`config.mk`:
```
export PLATFORM = sky130hd
export DESIGN_NAME = cache_2way
export DESIGN_NICKNAME = d
export VERILOG_FILES = /design/src/rtl/cache_2way.sv
export SDC_FILE = /design/constraint.sdc
export NUM_CORES = 2
export LEC_CHECK = 0
export ABC_AREA = 1
export CAP_MARGIN = 0
export CORE_MARGIN = 2
export CORE_UTILIZATION = 40
export CTS_CLUSTER_SIZE = 14
export DETAILED_ROUTE_END_ITERATION = 8
export PLACE_DENSITY = 0.65
export SLEW_MARGIN = 40
export SYNTH_ARGS = -nofsm -noshare
export SYNTH_HDL_FRONTEND = slang
export SYNTH_SLANG_ARGS = --single-unit
export TNS_END_PERCENT = 5
```
`constraint.sdc`:
```
create_clock -name clk -period 4.5 [get_ports clk]
set_clock_uncertainty 0.2 [all_clocks]
set_input_delay 1.35 -clock clk [delete_from_list [all_inputs] [get_ports clk]]
set_output_delay 1.35 -clock clk [all_outputs]
set_load 0.005 [all_outputs]
```
`src/rtl/cache_2way.sv`:
```
// 2-way set-associative write-back / write-allocate data cache with per-set pseudo-LRU.
// Optional hit/miss counters are enabled by defining CACHE_PERF_CNT_EN.
module cache_2way #(
  parameter int unsigned NUM_SETS = 4,
  parameter int unsigned ADDR_W   = 30
) (
  input  logic              clk,
  input  logic              proc_reset,
  input  logic              proc_read,
  input  logic              proc_write,
  input  logic [ADDR_W-1:0] proc_addr,
  input  logic [31:0]       proc_wdata,
  output logic [31:0]       proc_rdata,
  output logic              proc_stall,
  output logic              mem_read,
  output logic              mem_write,
  output logic [ADDR_W-3:0] mem_addr,
  output logic [127:0]      mem_wdata,
  input  logic [127:0]      mem_rdata,
  input  logic              mem_ready
`ifdef CACHE_PERF_CNT_EN
  ,
  output logic [31:0]       hit_cnt,
  output logic [31:0]       miss_cnt
`endif
);

  localparam int unsigned IndexW = $clog2(NUM_SETS);
  localparam int unsigned TagW   = ADDR_W - 2 - IndexW;

  typedef enum logic [1:0] {StIdle, StCompare, StWriteback, StAllocate} state_e;

  state_e state_q, state_d;
  logic   victim_q, victim_d;

  logic [1:0]          valid_q [NUM_SETS];
  logic [1:0]          dirty_q [NUM_SETS];
  logic [NUM_SETS-1:0] lru_q;
  logic [TagW-1:0]     tag_q   [NUM_SETS][2];
  logic [127:0]        data_q  [NUM_SETS][2];

  logic [IndexW-1:0] idx;
  logic [TagW-1:0]   tag;
  logic [6:0]        word_lsb;
  logic [1:0]        match;
  logic              req, hit, hit_way, victim_sel, victim_dirty;
  logic              hit_upd, wb_done, fill;

  assign idx      = proc_addr[IndexW+1:2];
  assign tag      = proc_addr[ADDR_W-1:IndexW+2];
  assign word_lsb = {proc_addr[1:0], 5'b0};
  assign req      = proc_read | proc_write;

  always_comb begin
    for (int unsigned w = 0; w < 2; w++) begin
      match[w] = valid_q[idx][w] && (tag_q[idx][w] == tag);
    end
  end

  assign hit     = req && (|match);
  assign hit_way = match[1];

  // Prefer an empty way (way0 first); fall back to the LRU way when the set is full.
  assign victim_sel   = !valid_q[idx][0] ? 1'b0 :
                        !valid_q[idx][1] ? 1'b1 : lru_q[idx];
  assign victim_dirty = valid_q[idx][victim_sel] && dirty_q[idx][victim_sel];

  always_comb begin
    state_d    = state_q;
    victim_d   = victim_q;
    proc_stall = 1'b1;
    proc_rdata = '0;
    mem_read   = 1'b0;
    mem_write  = 1'b0;
    mem_addr   = '0;
    mem_wdata  = '0;
    hit_upd    = 1'b0;
    wb_done    = 1'b0;
    fill       = 1'b0;
    unique case (state_q)
      StIdle: state_d = StCompare;
      StCompare: begin
        if (!req) begin
          proc_stall = 1'b0;
        end else if (hit) begin
          proc_stall = 1'b0;
          hit_upd    = 1'b1;
          // Read and write together is treated as a write, so no read data then.
          if (!proc_write) proc_rdata = data_q[idx][hit_way][word_lsb +: 32];
        end else begin
          victim_d = victim_sel;
          state_d  = victim_dirty ? StWriteback : StAllocate;
        end
      end
      StWriteback: begin
        mem_write = 1'b1;
        mem_addr  = {tag_q[idx][victim_q], idx};
        mem_wdata = data_q[idx][victim_q];
        if (mem_ready) begin
          wb_done = 1'b1;
          state_d = StAllocate;
        end
      end
      StAllocate: begin
        mem_read = 1'b1;
        mem_addr = proc_addr[ADDR_W-1:2];
        if (mem_ready) begin
          fill    = 1'b1;
          state_d = StCompare;
        end
      end
    endcase
  end

  always_ff @(posedge clk or posedge proc_reset) begin
    if (proc_reset) begin
      state_q  <= StIdle;
      victim_q <= 1'b0;
      lru_q    <= '0;
      for (int unsigned s = 0; s < NUM_SETS; s++) begin
        valid_q[s] <= '0;
        dirty_q[s] <= '0;
      end
    end else begin
      state_q  <= state_d;
      victim_q <= victim_d;
      if (hit_upd) begin
        lru_q[idx] <= ~hit_way;
        if (proc_write) dirty_q[idx][hit_way] <= 1'b1;
      end
      if (wb_done) dirty_q[idx][victim_q] <= 1'b0;
      if (fill) begin
        valid_q[idx][victim_q] <= 1'b1;
        dirty_q[idx][victim_q] <= 1'b0;
      end
    end
  end

  // Tag and data arrays carry no reset; the enables above are already gated by the FSM state.
  always_ff @(posedge clk) begin
    if (hit_upd && proc_write) data_q[idx][hit_way][word_lsb +: 32] <= proc_wdata;
    if (fill) begin
      data_q[idx][victim_q] <= mem_rdata;
      tag_q[idx][victim_q]  <= tag;
    end
  end

`ifdef CACHE_PERF_CNT_EN
  logic [31:0] hit_cnt_q, miss_cnt_q;

  always_ff @(posedge clk or posedge proc_reset) begin
    if (proc_reset) begin
      hit_cnt_q  <= '0;
      miss_cnt_q <= '0;
    end else begin
      if (hit_upd) hit_cnt_q <= hit_cnt_q + 32'd1;
      if (state_q == StCompare && (state_d == StWriteback || state_d == StAllocate)) begin
        miss_cnt_q <= miss_cnt_q + 32'd1;
      end
    end
  end

  assign hit_cnt  = hit_cnt_q;
  assign miss_cnt = miss_cnt_q;
`else
  // Counters absent in this build.
`endif

endmodule

```
==> impl_metrics.csv <==
group,metric,value,unit
timing,max_freq,172.4,MHz
global_route,grt_pass1_vias,43690,
timing,rsz0062_at_grt,"true",
floorplanning,die_x,377.8,µm
clock_network,htree_levels,4,
final_layout,final_core_util,0.5439,
clock_network,cts.path.max_buffers,3,
critical_path,crit_start,"proc_addr[2]",
timing,maxSlewViolCount,0,
floorplanning,fp-row-count,137,
logic_synthesis,synth_top_area_cell,"edfxtp_1",
power,swShare,0.2916,
power,p_per_area,427.3,nW/µm²
floorplanning,core,139000,µm²
placed_design,place_congestion,0.9609,
logic_synthesis,synth.most_common_cell,"nand2_1",
placed_design,place_ws,-2.169,ns
critical_path,worstPathRequired,2.95,ns
critical_path,critPathKind,"in2out",
power,p_comb_frac,0.231,
logic_synthesis,syn_area,55890,µm²
global_route,grt_max_degree,129,
clock_network,clock_latency,0.78,ns
final_layout,nFillCells,11483,
logic_synthesis,synth.distinct_cells,36,
drt,wl,216300,µm
drt,vias_per_cell,5.776,
logic_synthesis,synth_cells,5106,
power,finalPower,32.31,mW
critical_path,crit_path_top_delay_cell,"nand3_1",
logic_synthesis,synthArstFlopShare,0.01833,
logic_synthesis,synth_edf_count,1232,
status,run_status,"finished with violations",
drt,drtAntennaViolNets,0,
critical_path,rr_startpoint,"tag_q[0][21]",
logic_synthesis,synth_fp_nets,5309,
power,ir_drop,0.0003648,V
timing,fin_setup_tns,-147.48,ns
global_route,antenna_found_initial,13,
logic_synthesis,ys_seq_area_frac,0.6722,
timing,min_period,5.800,ns
run,max_cap_violations,0,
power,power_frac_clock,0.344,
logic_synthesis,synth_ff_type,"edfxtp_1",
logic_synthesis,synth-seq-cells,1255,
critical_path,crit_path_cell_trace,"buf_16 > buf_12 > buf_12 > nand2_2 > nand2_1 > nand2_1 > nand2_2 > nand2_1 > nand2_2 > nand3_2 > nor2_4 > nand3_4 > nor2_4 > buf_12 > buf_12 > buf_4 > buf_12 > nand2_1 > nand3_1 > nand3_1 > nand2_2 > nor2_2 > buf_4 > buf_6",
power,internal-power,22.89,mW
critical_path,startpoint_type,"input pin",
critical_path,crit_arrival,4.25,ns
floorplanning,die_y,377.8,µm
logic_synthesis,ys.warnings.count,0,
clock_network,cts-root-buf,"clkbuf_16",
timing,holdWs,0.2705,ns
logic_synthesis,yosys-top-cells-area,"edfxtp_1 (66%), nand2_1 (8.8%), o21ai_0 (4.6%)",
critical_path,endpoint,"proc_rdata[9]",
worst_hold_path,hold_path_depth,1,
power,leakagePower,29.38,nW
timing,hold_viol,0,
floorplanning,initial_core_util,0.4021,
critical_path,critical_path.max_stage_delay,0.28,ns
drt,wl_per_cell,26.60,µm
global_route,grt.total_usage,0.2958,
critical_path,r2r-end,"data_q[2][199]",
floorplanning,io_pins,386,
status,failed_checks,"setup timing",
clock_network,cts-buffers-inserted,136,
logic_synthesis,avgSynthCellArea,10.95,µm²
floorplanning,die_area,142700,µm²
final_layout,drive_above_1_share,0.2422,
critical_path,reg2regPathDepth,21,
final_layout,nets,6352,
drt,vias,46967,
placed_design,dp.final_hpwl,145700,µm
timing,min_period_over_period,1.289,
drt,drt_iter0_drc,6405,
timing,relSlewSlack,0.4058,
clock_network,cts_sinks,1255,
critical_path,endpoint_kind,"output pin",
timing,tightest_slew,0.8832,ns
timing,setup_viol,172,
clock_network,clkTransAtPathRegs,0.05,ns
critical_path,crit_fanout,13,
clock_network,cts_tree,"built",
power,seq_power_share,0.425,
drt,drt_pass1_iterations,8,
critical_path,r2r_setup_slack,0.98,ns
logic_synthesis,synth_top_area_share,0.6619,
drt,drc_errors,0,
logic_synthesis,ys_top_cells_by_count,"nand2_1 (1305), edfxtp_1 (1232), o21ai_0 (516), a22oi_1 (289), nor2_1 (289)",
power,p_sw,9.420,mW
placed_design,portBuffers,385,
final_layout,area_growth,35.27,%
critical_path,crit_top_cell,"buf_12",
global_route,grt_pass1_wl,303500,µm
worst_hold_path,hold_class,"reg2reg",
timing,layout_setup_ws,-1.300,ns
global_route,overflow,0,
state kept, by name, summed over array words and instances, names as in the netlist:
name and flops:
data_q 1024, tag_q 208, dirty_q 8, valid_q 8, lru_q 4, state_q 2, victim_q 1
cell type report:
class                   instances  area, µm²  share of cell area
flip-flops and latches       1255      37570              0.4970
multi-input cells            3209      17590              0.2327
repair buffers               1258      12530              0.1658
clock buffers                 162       3606             0.04769
well taps                    1876       2347             0.03105
inverters                     288       1147             0.01518
clock inverters                78      784.5             0.01038
diodes                          4      10.01           0.0001324
repair inverters                1      8.758           0.0001158
through the flow:
stage | std cells | instance area, µm²
global route | 8128 | 75600
global placement | 7811 | 68550
detailed placement | 7818 | 68620
finish | 8131 | 75610
CTS | 8115 | 74430
floorplan | 5106 | 56070
routing by layer:
metal	part of all wire	routed length (µm)	vias to the layer above	track usage
li1	-	-	20503	-
met1	0.37	79750	22799	0.3910
met2	0.45	96650	3095	0.4483
met5	0.00061	133	-	0
met4	0.059	12860	22	0.1508
met3	0.12	26900	548	0.07853
worst min path at each step:
| stage | startpoint | endpoint | slack (ns) |
|---|---|---|---|
| floorplan | valid_q[4] | valid_q[4] | 0.23 |
| global placement | valid_q[4] | valid_q[4] | 0.24 |
| detailed placement | valid_q[2] | valid_q[2] | 0.25 |
| CTS | valid_q[2] | valid_q[2] | 0.27 |
| global route | valid_q[6] | valid_q[6] | 0.29 |
| finish | valid_q[2] | valid_q[2] | 0.27 |
critical path: cells and delay by family:
kind	cells	cell delay, ns
AND/OR/NAND/NOR	15	1.65
buffers and inverters	9	1.22
kinds of logic (layout without fill, tap and decap cells):
group | after synthesis | after routing | synth area share
flip-flops | 1255 | 1255 | 0.6722
AND/OR/NAND/NOR | 2022 | 2022 | 0.1499
other | 0 | 4 | 0
buffers and inverters | 642 | 1787 | 0.04560
XOR/XNOR | 1 | 1 | 0.0001567
AO/OA/AOI/OAI | 1178 | 1178 | 0.1303
adder cells (fa/ha/maj) | 8 | 8 | 0.001791
power groups by stage:
| stage | clock network, mW | registers [mW] | logic (mW) |
|---|---|---|---|
| floorplan | 0 | 14.0 | 2.80 |
| global placement | 0 | 14.0 | 6.93 |
| detailed placement | 0 | 14.0 | 7.02 |
| CTS | 11.2 | 13.7 | 7.18 |
| global route | 11.6 | 13.8 | 7.84 |
| finish | 11.1 | 13.7 | 7.46 |
placed cells by master (no fill, tap or decap), types with 20 or more instances in the layout:
master	n
buf_6	36
nand2_1	1183
clkdlybuf4s50_1	288
a31oi_1	27
nand3_1	207
a21oi_1	99
clkinv_1	23
clkinv_2	24
buf_12	129
nand4_1	53
o21ai_0	502
a21oi_4	32
edfxtp_1	1232
nor4_1	32
a22oi_1	278
nand2_2	105
dfrtp_1	22
a221oi_1	94
clkbuf_1	20
clkbuf_16	145
nor2_2	56
and2_1	76
buf_4	687
nor2_1	192
buf_2	28
a22o_1	43
nor2_4	45
dlymetal6s2s_1	30
inv_1	275
nand3_2	31
timing repair:
item | CTS | global route
gates resized for setup | 368 | 353
setup endpoints to repair | 187 | 187
setup buffers | 51 | 14
pin swaps | 71 | 84
hold buffers | 0 | 0
cloned | 11 | 5
(Power assumes the default switching activity.)
